--- config.mk ---
export PLATFORM = sky130hd
export DESIGN_NAME = regfile_write_arbiter
export DESIGN_NICKNAME = d
export VERILOG_FILES = /design/src/rtl/regfile_write_arbiter.sv
export SDC_FILE = /design/constraint.sdc
export NUM_CORES = 1
export LEC_CHECK = 0
export CORE_UTILIZATION = 45
export CTS_BUF_LIST = sky130_fd_sc_hd__clkbuf_4 sky130_fd_sc_hd__clkbuf_8 sky130_fd_sc_hd__clkbuf_16
export DETAILED_ROUTE_END_ITERATION = 10
export PLACE_DENSITY = 0.84
export SLEW_MARGIN = 20
export SYNTH_ARGS = -nofsm -noshare
export SYNTH_HDL_FRONTEND = slang
export SYNTH_SLANG_ARGS = --single-unit
--- constraint.sdc ---
create_clock -name clock -period 3.8 [get_ports clock]
set_input_delay 1.14 -clock clock [delete_from_list [all_inputs] [get_ports clock]]
set_output_delay 1.14 -clock clock [all_outputs]
set_load 0.02 [all_outputs]
--- src/rtl/regfile_write_arbiter.sv ---
// regfile_write_arbiter: shares the single write port of the 4-entry register
// file between requester 0 (ALU write-back) and requester 1 (load/immediate).
// Each requester has a one-entry buffer; at most one buffered write commits per
// cycle. Arbitration looks only at buffer state, never at incoming valids.
// Build option: define ARB_ROUND_ROBIN_EN for a 1-bit round-robin pointer on
// ties; otherwise requester 0 always wins ties (requester 1 may starve).

package regfile_pkg;
   typedef enum logic [1:0] {
      REG_R0 = 2'd0,
      REG_R1 = 2'd1,
      REG_R2 = 2'd2,
      REG_R3 = 2'd3
   } register_sel_e;

   typedef enum logic {
      REG_READ  = 1'b0,
      REG_WRITE = 1'b1
   } registers_op_e;
endpackage

module regfile_write_arbiter
   import regfile_pkg::*;
#(
   parameter int DATA_BUS_WIDTH = 8
) (
   input  logic                      clock,
   input  logic                      reset,
   input  logic                      req0_valid,
   output logic                      req0_ready,
   input  register_sel_e             req0_sel,
   input  logic [DATA_BUS_WIDTH-1:0] req0_data,
   input  logic                      req1_valid,
   output logic                      req1_ready,
   input  register_sel_e             req1_sel,
   input  logic [DATA_BUS_WIDTH-1:0] req1_data,
   output registers_op_e             reg_op,
   output register_sel_e             reg_in_sel,
   output logic [DATA_BUS_WIDTH-1:0] reg_data_in,
   output logic [3:0]                busy,
   output logic [1:0]                grant
);

   logic                      full0_q, full0_d;
   register_sel_e             sel0_q, sel0_d;
   logic [DATA_BUS_WIDTH-1:0] data0_q, data0_d;
   logic                      full1_q, full1_d;
   register_sel_e             sel1_q, sel1_d;
   logic [DATA_BUS_WIDTH-1:0] data1_q, data1_d;

`ifdef ARB_ROUND_ROBIN_EN
   // 0: requester 0 wins the next tie, 1: requester 1 wins it
   logic ptr_q, ptr_d;
`endif

   logic prio0;
   logic win0, win1;
   logic acc0, acc1;

   // Arbitration, commit drive, handshake and next buffer state
   always_comb begin
`ifdef ARB_ROUND_ROBIN_EN
      prio0 = !ptr_q;
`else
      prio0 = 1'b1;
`endif
      win0 = full0_q && (!full1_q || prio0);
      win1 = full1_q && !win0;
      grant = {win1, win0};

      // A buffer draining this cycle can be refilled at the same edge
      req0_ready = !reset && (!full0_q || win0);
      req1_ready = !reset && (!full1_q || win1);

      reg_op      = REG_READ;
      reg_in_sel  = REG_R0;
      reg_data_in = '0;
      if (win0) begin
         reg_op      = REG_WRITE;
         reg_in_sel  = sel0_q;
         reg_data_in = data0_q;
      end else if (win1) begin
         reg_op      = REG_WRITE;
         reg_in_sel  = sel1_q;
         reg_data_in = data1_q;
      end

      acc0 = req0_valid && req0_ready;
      acc1 = req1_valid && req1_ready;

      full0_d = acc0 || (full0_q && !win0);
      sel0_d  = acc0 ? req0_sel  : sel0_q;
      data0_d = acc0 ? req0_data : data0_q;
      full1_d = acc1 || (full1_q && !win1);
      sel1_d  = acc1 ? req1_sel  : sel1_q;
      data1_d = acc1 ? req1_data : data1_q;

`ifdef ARB_ROUND_ROBIN_EN
      // After a commit, favour whichever requester did not win
      ptr_d = ptr_q;
      if (win0) begin
         ptr_d = 1'b1;
      end else if (win1) begin
         ptr_d = 1'b0;
      end
`endif
   end

   // Per-register pending-write flags straight from buffer contents
   always_comb begin
      busy = 4'b0000;
      if (full0_q) busy = busy | (4'b0001 << sel0_q);
      if (full1_q) busy = busy | (4'b0001 << sel1_q);
   end

   // Buffer registers; reset discards anything accepted but not committed
   always_ff @(posedge clock or posedge reset) begin
      if (reset) begin
         full0_q <= 1'b0;
         sel0_q  <= REG_R0;
         data0_q <= '0;
         full1_q <= 1'b0;
         sel1_q  <= REG_R0;
         data1_q <= '0;
      end else begin
         full0_q <= full0_d;
         sel0_q  <= sel0_d;
         data0_q <= data0_d;
         full1_q <= full1_d;
         sel1_q  <= sel1_d;
         data1_q <= data1_d;
      end
   end

`ifdef ARB_ROUND_ROBIN_EN
   // Tie-break pointer, favouring requester 0 out of reset
   always_ff @(posedge clock or posedge reset) begin
      if (reset) begin
         ptr_q <= 1'b0;
      end else begin
         ptr_q <= ptr_d;
      end
   end
`endif

endmodule
# Word-level counts from Yosys, hierarchy flattened
# Index checks and enable logic that the tools add are counted.
# Widths: inputs -> output; s select.
# word_totals
register_bits,22
in_bits,24
out_inout_bits,19
wordCells,28
# classes
shifts,2
n_mux,8
n_bitwise,1
n_reduce_logical,11
# op_table
op,n
$mux 8,2
$mux 4,2
$shl 1x2->4 const A,2
$logic_and 1x1->1,5
$logic_not 1->1,4
$mux 2,2
$or 4x4->4,1
$logic_or 1x1->1,2
$mux 1,2

# Depth between registers and ports, before layout
# logic_depth
ltp_word,6
depth_mapped,3
depth_no_buf,3

# Worst setup path before layout
# Ideal clock, no wire load.
# synth_timing
path_type,input to output
startpoint,in reset
endpoint,out req0_ready
arrival_time_ns,1.766
required_time_ns,2.660
setup_slack_ns,0.894
path_stages,1
n_path_buf,0
cell_sequence,inv_1
# synth_via
elab_chain_len,1
# synth_lines
item,line,source
start: declaration,28,"input logic reset,"
$logic_not 1->1 (no source line),n/a,
end: declaration,30,"output logic req0_ready,"
# No other way between the ends.

# Worst setup path after layout
# layout_timing
startpoint,in reset
endpoint,out req1_ready
# layout_via
elab_chain_len,2
# layout_lines
item,line,source
$logic_not 1->1 (no source line),n/a,
$logic_and 1x1->1,73,req1_ready = !reset && (!full1_q || win1);
end: declaration,34,"output logic req1_ready,"
# No other way between the ends.

==> metrics.txt <==
core area=2190 um^2; R2R Setup Slk=2.12 ns; count leader, synth=dfrtp_1; Worst Setup Start Kind=input port; final hold violation count=0; fillers=183; Post-CTS Hold Fix Bufs=0; post-route minimum period=3.52 ns; Synth top cells by count=dfrtp_1, mux2_2, nand2_1; post-synthesis adder-cell area fraction=0%; Cell variety after synth=20; 1st-pass router iterations=4; Area Growth Syn to Fin=44.2%; Worst path max stage delay=~0.62 ns; outcome=completed; Worst Setup SP=reset; Tcrit/Tclk final=92.5%; crit-path max FO=4; CP Capture Type=primary output; Final GP Congestion=a little under 0.8; clk root buf=clkbuf_4; ys flop type=dfrtp_1; worst hold margin=0.517 ns; Slowest cell on crit path=clkdlybuf4s50_1; Setup violations, final=0; switching pwr=~0.00016 W; first-pass GRT wire length=roughly 3200 um; Synth Area in Compound Gates=9.64%; Largest delay share family, worst path=buffers and inverters; register area share after synthesis=53.0%; TritonCTS clock tree=built; Final Max Slew Viols=0; top cell type by total area after synthesis=dfrtp_1; Routed WL=approximately 2100 um; main combinational cell family by area after synthesis=multiplexers; fraction of layout cells with a size suffix above 1=21.7%; Initial Utilization=47.4%; Synth Area in Simple Gates=10.4%; Worst VDD drop=roughly 0.28 mV; Worst-Margin Slew=0.653 ns; main area contributors after synthesis=dfrtp_1, mux2_2, nand2_1; Post-CTS Setup Inserts=0; clk sinks=22; Vias/cell=5.17; Starting DRT DRC Count=9; later-pin clock latency in the skew report=0.30 ns; critical path required time=2.66 ns; PostCTS Resize Cnt=0; row cnt=17; Die Wd=between 50 and 60 um; asr flop ratio synth=100%; MaxCap Viol Count=0; Post-synth EDFFs=0; vias in the first global route=743; Cells after Synth=88; area of the die=2500 um^2; port bufs=42; Inst Count DP=approximately 150; sequence of cells on the critical path=clkdlybuf4s50_1 > a21oi_1 > clkdlybuf4s50_1; Post-DP Area=1460 um^2; multiplexer share of the synthesized area=21.7%; Switching Fraction=27.4%; DRC errors left=0; DR WL/cell=13.3 um; vias=811; Synth Cell Area=1040 um^2; Die H=50.0 um; CP most frequent cell=clkdlybuf4s50_1; Arrival @ worst endpoint=~2.4 ns; clk slew on worst S/H paths=0.11 ns; reg2reg start=full0_q$_DFF_PP0_; post-layout util=68.4%; CTS H-tree lvls=1; HP Class=flip-flop to flip-flop; final antenna-violating net count=0; internal power=0.000423 W; crit path kind=input port to primary output; CTS Buf Count=3; clock network power share=21.5%; top-area cell type share of the netlist area=53.0%; initial antenna violation count=0; Syn Area/Cell=11.8 um^2; sequential share of power=50.6%; Hold Crit Start=data0_q[1]$_DFFE_PP0P_; xor and xnor area share after synthesis=0%; Antenna Cells=0; PwrDens=389 nW/um^2; Leak Pwr=0.614 nW; Final #Nets=154; HPWL after DPL=~1500 um; Yosys warning total=0; Clock Path Buffers=2; fmax=between 200 and 300 MHz; Tot GR Track Use=17.3%; fin area=1500 um^2; unrepaired setup endpoints after global routing=no; setup TNS=0 ns; Worst slew margin=56.4%; Logic pwr share=27.9%; clock skew=0.00193 ns; CP bufs+invs=2; num ports=43; Final Non-Filler Cells=157; synthesized flop and latch total=22; syn_nets=112; largest net degree at the start of global routing=25; GRT Residual Overflow=0
kinds of logic after synthesis:
logic type,count (synthesis)
flip-flops,22
multiplexers,20
AND/OR/NAND/NOR,20
AO/OA/AOI/OAI,16
buffers and inverters,10
worst paths after layout:
kind,end,cells after the start
setup / recovery,req1_ready,3
hold / removal,data0_q[1]$_DFFE_PP0P_,1
hold reg to reg,data0_q[1]$_DFFE_PP0P_,1
max in group asynchronous,data1_q[6]$_DFFE_PP0P_,3
min in group asynchronous,sel0_q[1]$_DFFE_PP0P_,3
setup reg to reg,data1_q[3]$_DFFE_PP0P_,3
sequential cells by signal (all words and copies together) (netlist names):
| signal | count |
|---|---|
| data0_q | 8 |
| full1_q | 1 |
| full0_q | 1 |
| sel0_q | 2 |
| sel1_q | 2 |
| data1_q | 8 |
power groups by stage:
stage	clock [W]	sequential, W	combinational [W]
global route	0.000137	0.000300	0.000175
CTS	0.000130	0.000294	0.000165
global placement	0	0.000297	0.000161
detailed placement	0	0.000299	0.000164
finish	0.000125	0.000295	0.000163
floorplan	0	0.000289	0.0000975
placed cells by master (no fill, tap or decap):
cell type | synthesis | final
o22ai_1 | 1 | 1
buf_4 | 2 | 1
nor2b_2 | 1 | 1
inv_1 | 4 | 4
nand3b_1 | 1 | 1
and2b_1 | 1 | 1
nand2b_1 | 1 | 1
clkbuf_4 | 0 | 3
o21ai_0 | 9 | 9
clkdlybuf4s50_1 | 0 | 42
or2_2 | 1 | 1
a21oi_1 | 1 | 1
nand2_1 | 13 | 13
dfrtp_1 | 22 | 22
a22o_1 | 4 | 4
nand3_4 | 1 | 1
clkbuf_8 | 0 | 1
mux2_2 | 20 | 20
nand3_1 | 1 | 1
o32ai_1 | 1 | 1
worst register-to-register path: stages, from the launching register on:
cell	delay [ns]
dfrtp_1	0.78
nand2_1	0.22
nand3_4	0.22
mux2_2	0.36
routing by layer:
metal | vias to the layer above | routed length (um) | global-route usage (%)
met5 | - | 0 | 0
met4 | 0 | 48 | 9.52
met3 | 6 | 69 | 1.85
met2 | 27 | 1040 | 28.7
met1 | 393 | 924 | 21.6
li1 | 385 | - | -
stage by stage:
step	total power, W	setup slack (ns)
after floorplan	0.000387	0.894
after global routing	0.000611	0.216
after global placement	0.000458	0.312
after detailed placement	0.000464	0.286
after CTS	0.000590	0.278
final	0.000583	0.284
final cells by class:
cell class | count | area (um^2) | share of cell area (%)
clock buffer | 4 | 36.3 | 2.42
inverter | 4 | 15.0 | 1.00
multi-input combinational | 56 | 433 | 28.9
sequential | 22 | 551 | 36.8
tap | 28 | 35.0 | 2.34
timing repair buffer | 43 | 428 | 28.6
No activity file was read; power rests on OpenSTA's default activity.
